File: src/rtl/v20_bus_master.sv
// NEC V20 min-mode bus-cycle initiator: turns single-byte read/write requests into
// T1-T4 multiplexed bus cycles, inserting TW states while the slave holds READY low.
module v20_bus_master #(
    parameter int unsigned TSTATE_CLKS = 2,
    parameter int unsigned WAIT_MAX    = 255
) (
    input  logic        iClk,
    input  logic        iReset,
    input  logic        iReqValid,
    output logic        oReqReady,
    input  logic [19:0] iReqAddr,
    input  logic [7:0]  iReqData,
    input  logic        iReqWr,
    input  logic        iReqIo,
    output logic        oRspValid,
    output logic [7:0]  oRspData,
    output logic        oRspErr,
    output logic        oBusClk,
    output logic        oAle,
    output logic        oSso,
    output logic        oIom,
    output logic        oDtr,
    output logic [11:0] oAh,
    output logic [7:0]  oAd,
    output logic        oAdOe,
    input  logic [7:0]  iAd,
    input  logic        iReady
);

    localparam int unsigned PW = $clog2(TSTATE_CLKS);
    localparam logic [PW-1:0] PHASE_LAST = PW'(TSTATE_CLKS - 1);
    localparam logic [PW-1:0] PHASE_HALF = PW'(TSTATE_CLKS / 2);
    localparam logic [7:0]    WAIT_LIM   = 8'(WAIT_MAX);

    localparam logic [2:0] ST_IDLE = 3'd0;
    localparam logic [2:0] ST_T1   = 3'd1;
    localparam logic [2:0] ST_T2   = 3'd2;
    localparam logic [2:0] ST_T3   = 3'd3;
    localparam logic [2:0] ST_TW   = 3'd4;
    localparam logic [2:0] ST_T4   = 3'd5;

    logic [2:0]    r_state;
    logic [PW-1:0] r_phase;
    logic [19:0]   r_addr;
    logic [7:0]    r_data;
    logic          r_wr;
    logic          r_io;
    logic [7:0]    r_wait_cnt;
    logic          r_err;
    logic [7:0]    r_cap;
    logic          r_req_ready;
    logic          r_rsp_valid;
    logic [7:0]    r_rsp_data;
    logic          r_rsp_err;

    logic [2:0]    w_state_nxt;
    logic          w_last;
    logic          w_accept;
    logic          w_sample;
    logic          w_timeout;
    logic          w_active;

    assign w_last    = (r_phase == PHASE_LAST);
    assign w_accept  = iReqValid & r_req_ready;
    assign w_sample  = ((r_state == ST_T3) || (r_state == ST_TW)) && w_last;
    assign w_timeout = (r_wait_cnt == WAIT_LIM);
    assign w_active  = (r_state != ST_IDLE);

    always_comb begin
        w_state_nxt = r_state;
        case (r_state)
            ST_IDLE: if (w_accept) w_state_nxt = ST_T1;
            ST_T1:   if (w_last) w_state_nxt = ST_T2;
            ST_T2:   if (w_last) w_state_nxt = ST_T3;
            ST_T3, ST_TW: begin
                if (w_last) begin
                    w_state_nxt = (iReady || w_timeout) ? ST_T4 : ST_TW;
                end
            end
            ST_T4:   if (w_last) w_state_nxt = ST_IDLE;
            default: w_state_nxt = ST_IDLE;
        endcase
    end

    always_ff @(posedge iClk) begin
        if (iReset) begin
            r_state     <= ST_IDLE;
            r_phase     <= '0;
            r_addr      <= '0;
            r_data      <= '0;
            r_wr        <= 1'b0;
            r_io        <= 1'b0;
            r_wait_cnt  <= '0;
            r_err       <= 1'b0;
            r_cap       <= '0;
            r_req_ready <= 1'b0;
            r_rsp_valid <= 1'b0;
            r_rsp_data  <= '0;
            r_rsp_err   <= 1'b0;
        end else begin
            r_state     <= w_state_nxt;
            // Phase free-runs, but is realigned so T1 always starts at phase 0.
            r_phase     <= (w_accept || w_last) ? '0 : r_phase + PW'(1);
            r_req_ready <= (w_state_nxt == ST_IDLE);
            r_rsp_valid <= (r_state == ST_T4) && w_last;

            if (w_accept) begin
                r_addr     <= iReqAddr;
                r_data     <= iReqData;
                r_wr       <= iReqWr;
                r_io       <= iReqIo;
                r_wait_cnt <= '0;
                r_err      <= 1'b0;
                r_cap      <= '0;
            end

            if (w_sample) begin
                if (iReady) begin
                    r_cap <= iAd;
                end else if (w_timeout) begin
                    r_err <= 1'b1;
                end else begin
                    r_wait_cnt <= r_wait_cnt + 8'd1;
                end
            end

            // Response fields only change at completion so they hold between pulses.
            if ((r_state == ST_T4) && w_last) begin
                r_rsp_err  <= r_err;
                r_rsp_data <= r_err ? 8'hFF : (r_wr ? 8'h00 : r_cap);
            end
        end
    end

    assign oReqReady = r_req_ready;
    assign oRspValid = r_rsp_valid;
    assign oRspData  = r_rsp_data;
    assign oRspErr   = r_rsp_err;
    assign oBusClk   = (r_phase < PHASE_HALF);

    assign oAle  = (r_state == ST_T1);
    assign oSso  = ~w_active;
    assign oIom  = w_active & r_io;
    assign oDtr  = w_active & r_wr;
    assign oAh   = !w_active ? 12'h000 : (r_io ? {4'h0, r_addr[15:8]} : r_addr[19:8]);
    assign oAdOe = (r_state == ST_T1) | (w_active & r_wr);
    assign oAd   = (r_state == ST_T1) ? r_addr[7:0] : ((w_active & r_wr) ? r_data : 8'h00);

endmodule

File: config.mk
export PLATFORM = sky130hd
export DESIGN_NAME = v20_bus_master
export DESIGN_NICKNAME = d
export VERILOG_FILES = /design/src/rtl/v20_bus_master.sv
export SDC_FILE = /design/constraint.sdc
export NUM_CORES = 1
export LEC_CHECK = 0
export ABC_CLOCK_PERIOD_IN_PS = 2800
export CELL_PAD_IN_SITES_DETAIL_PLACEMENT = 1
export CELL_PAD_IN_SITES_GLOBAL_PLACEMENT = 2
export CORE_MARGIN = 2
export CORE_UTILIZATION = 26
export CTS_CLUSTER_SIZE = 20
export DETAILED_ROUTE_END_ITERATION = 8
export HOLD_SLACK_MARGIN = 0.12
export PLACE_DENSITY = 0.83
export SLEW_MARGIN = 20
export SYNTH_ARGS = -nofsm -noshare
export SYNTH_HDL_FRONTEND = slang
export SYNTH_SLANG_ARGS = --single-unit
export TNS_END_PERCENT = 20
File: constraint.sdc
create_clock -name iClk -period 2.8 [get_ports iClk]
set_clock_uncertainty 0.15 [all_clocks]
set_input_delay 0.42 -clock iClk [delete_from_list [all_inputs] [get_ports iClk]]
set_output_delay 0.42 -clock iClk [all_outputs]
set_load 0.02 [all_outputs]
==> summary.md <==
| Metric | Value |
|---|---|
| Status | finished, final reports clean |
| Reg2reg setup slack | approximately 0.55 ns |
| Max Root-Sink Buffers | 2 |
| Endpoints failing hold | 0 |
| Worst setup path category | reg2out |
| Final ANT Viol Nets | 0 |
| Fin crit period | roughly 2.7 ns |
| Non-Filler Instances | approximately 540 |
| Number of synthesized flops with an enable pin | 0 |
| Die ar. | 0.0110 sq mm |
| Largest net degree at the start of global routing | 37 |
| Core Area | 0.00986 sq mm |
| Leakage Power | approximately 1.3 nW |
| Post-Synth Adder-Cell Area | 0.00471 |
| Multi-input logic area | about 0.0013 sq mm |
| CTS tree | done |
| Antenna cells | 0 |
| Synth Area in Compound Gates | 0.214 |
| Final TNS setup | 0 ns |
| Mapped Cells | between 300 and 400 |
| Initial antenna violation count | 0 |
| # clock sinks | 62 |
| Largest family of logic cells by synthesized area | simple AND/OR/NAND/NOR gates |
| Rel. slew slack | 0.562 |
| Via/cell ratio | 4.80 |
| Syn_area_per_cell | between 8 and 9 sq um |
| Max-cap viol count | 0 |
| Root buffer cell | clkbuf_8 |
| Power Density | ~540 mW/mm^2 |
| Post-synthesis sequential area ratio | 0.467 |
| Reg area | about 0.0012 sq mm |
| Starting Density | 0.269 |
| Tot Pwr | 2.06 mW |
| RSZ-0062 raised after global routing | false |
| Synth async-reset ratio | 0 |
| Synth area leaders | dfxtp_1, nand2_1, a21oi_1, a211oi_1, nor2b_1 |
| Setup violations, final | 0 |
| Post-Place Cells | between 500 and 600 |
| CP required | ~2.2 ns |
| Layout net count | 447 |
| Critical path arrival | 2.11 ns |
| Clock transition at path regs | 0.07 ns |
| I/O Buffers | slightly below 80 |
| Share of layout cells above drive strength 1 | 0.0782 |
| DRC Markers | 0 |
| Number of fill cells in the layout | 1,165 |
| CP Max Fanout | 10 |
| Top-area cell type share of the netlist area | 0.467 |
| FMAX | around 0.37 GHz |
| Slew Viols, Final | 0 |
| Clock latency on the worst-skew pair | around 0.33 ns |
| DR vias | ~2,600 |
| Top_reg_cell synth | dfxtp_1 |
| Num CTS Buffers | 9 |
| Syn-to-layout area delta | 43.0% |
| Post-cts repair resize count | 0 |
| GPL Wtd Cong | roughly 0.78 |
| GRT Residual Overflow | 0 |
| Post-CTS Setup Bufs | 0 |
| Worst VDD drop | 0.000266 V |
| Final Core Density | 0.385 |
| Fraction of synthesized area in multiplexers | 0.00377 |
| Row count | 36 |
| Post-synthesis xor/xnor area fraction | 0.00659 |
| Die width | roughly 110 um |
| Synth area leader | dfxtp_1 |
| Simple-gate area share of the yosys netlist | 0.257 |
| Netlist cell types | 40 |
| Critical path launch point type | flop |
| Place WS | between 0.4 and 0.5 ns |
| Final Worst Setup Slack | approximately 0.12 ns |
| Synth warn | 0 |
| First-pass GRT wire length | about 13,000 um |
| Die H | between 100 and 150 um |
| Mapped Area | around 0.0027 sq mm |
| Period utilisation layout | 0.956 |
| DRT Pass-1 Iters | 4 |
| # H-tree levels | 3 |
| Hold_buf cts | 0 |
| Hpwl dp | between 5000 and 6000 um |
| Count of state elements after synthesis | 62 |
| Avg WL per Cell | 14.1 um |
| I/O Pins | 79 |
| Crit end category | primary output |
| Post-synthesis net count | about 370 |
| Aggregate routed wire length | around 7700 um |
| Total Routing Usage GR | 0.141 |
| Initial drt markers | between 60 and 70 |
| Number of global-route vias before repair | about 2,600 |
| Slew at the pin with the worst max-slew slack | 0.657 ns |
| Worst Hold Class | reg2reg |
==> per-layer routing <==
layer | track usage | wire length (um)
met5 | 0 | 0
met4 | 0.0533 | 94
met3 | 0.0324 | 321
met2 | 0.235 | 3560
met1 | 0.178 | 3670
==> flip-flops by register name, summed over array words and instances, names as in the netlist <==
name	flops
r_wr	1
r_cap	8
oRspData	8
r_phase	1
r_data	8
r_err	1
r_state	3
oReqReady	1
oRspValid	1
r_wait_cnt	8
r_io	1
r_addr	20
oRspErr	1
==> stage by stage <==
step	cell area (sq um)	hold WS (ns)
floorplan	2660	0.282
global placement	3560	0.289
detailed placement	3560	0.294
CTS	3800	0.304
global route	3800	0.316
finish	3800	0.303
==> logic make-up after synthesis <==
kind of cell,after synthesis
and+or+nand+nor,144
AOI/OAI and AO/OA,92
DFF,62
buffers and inverters,28
xor gates and xnor gates,2
muxes,1
adders and majority gates,1
==> cell usage in the layout (no fill, tap or decap), types with 2 or more instances in the layout <==
cell type | synthesis | routed
bufinv_16 | 0 | 2
nor3_1 | 4 | 4
clkbuf_8 | 0 | 11
and2_1 | 6 | 5
or3_1 | 5 | 5
a22o_1 | 8 | 8
clkdlybuf4s50_1 | 0 | 77
nand2_1 | 75 | 75
o211ai_1 | 5 | 5
and4_1 | 2 | 2
a22oi_1 | 2 | 2
nor2_1 | 18 | 18
buf_4 | 1 | 11
a211oi_1 | 11 | 11
a211o_1 | 2 | 2
dfxtp_1 | 62 | 62
nand4_1 | 4 | 4
a31oi_1 | 3 | 3
nor2b_1 | 13 | 13
nand3_1 | 4 | 4
a21oi_1 | 53 | 53
nand3b_1 | 9 | 9
o21ai_1 | 2 | 2
==> worst paths after layout <==
| path | start | depth (start not counted) | to |
|---|---|---|---|
| worst max-delay path | r_state[1] | 4 | oAdOe |
| worst min-delay path | r_addr[13] | 2 | r_addr[13] |
| worst max register to register | r_state[2] | 4 | r_wait_cnt[3] |
| worst min register to register | r_addr[13] | 2 | r_addr[13] |
==> worst max-delay path, cell delays in order, from the launching register on <==
cell	delay [ns]
dfxtp_1	0.52
nor2_1	0.13
and2_2	0.29
or2_2	0.31
clkdlybuf4s50_1	0.54
==> cell usage after synthesis, drive strengths merged (2+ instances only) <==
master and number:
a211o 2, a211oi 11, a21oi 53, a22o 8, a22oi 2, a31oi 3
and2 6, and4 2, buf 5, clkbuf 21, dfxtp 62, nand2 75
nand3 4, nand3b 9, nand4 4, nor2 18, nor2b 13, nor3 4
o211ai 5, o21ai 3, or3 5
==> report_power, final <==
group	internal (mW)	switching, mW
clock network	0.550	0.366
logic	0.107	0.107
registers	0.911	0.0203
total	1.57	0.494
==> layout make-up <==
| type | instances | area share |
|---|---|---|
| Clock inverter | 5 | 0.0214 |
| Timing Repair Buffer | 89 | 0.226 |
| Multi-Input combinational cell | 240 | 0.340 |
| Clock buffer | 11 | 0.0399 |
| Inverter | 2 | 0.00198 |
| Sequential cell | 62 | 0.327 |
| Tap cell | 133 | 0.0438 |
Note: power is estimated with default switching activity, not from simulation.
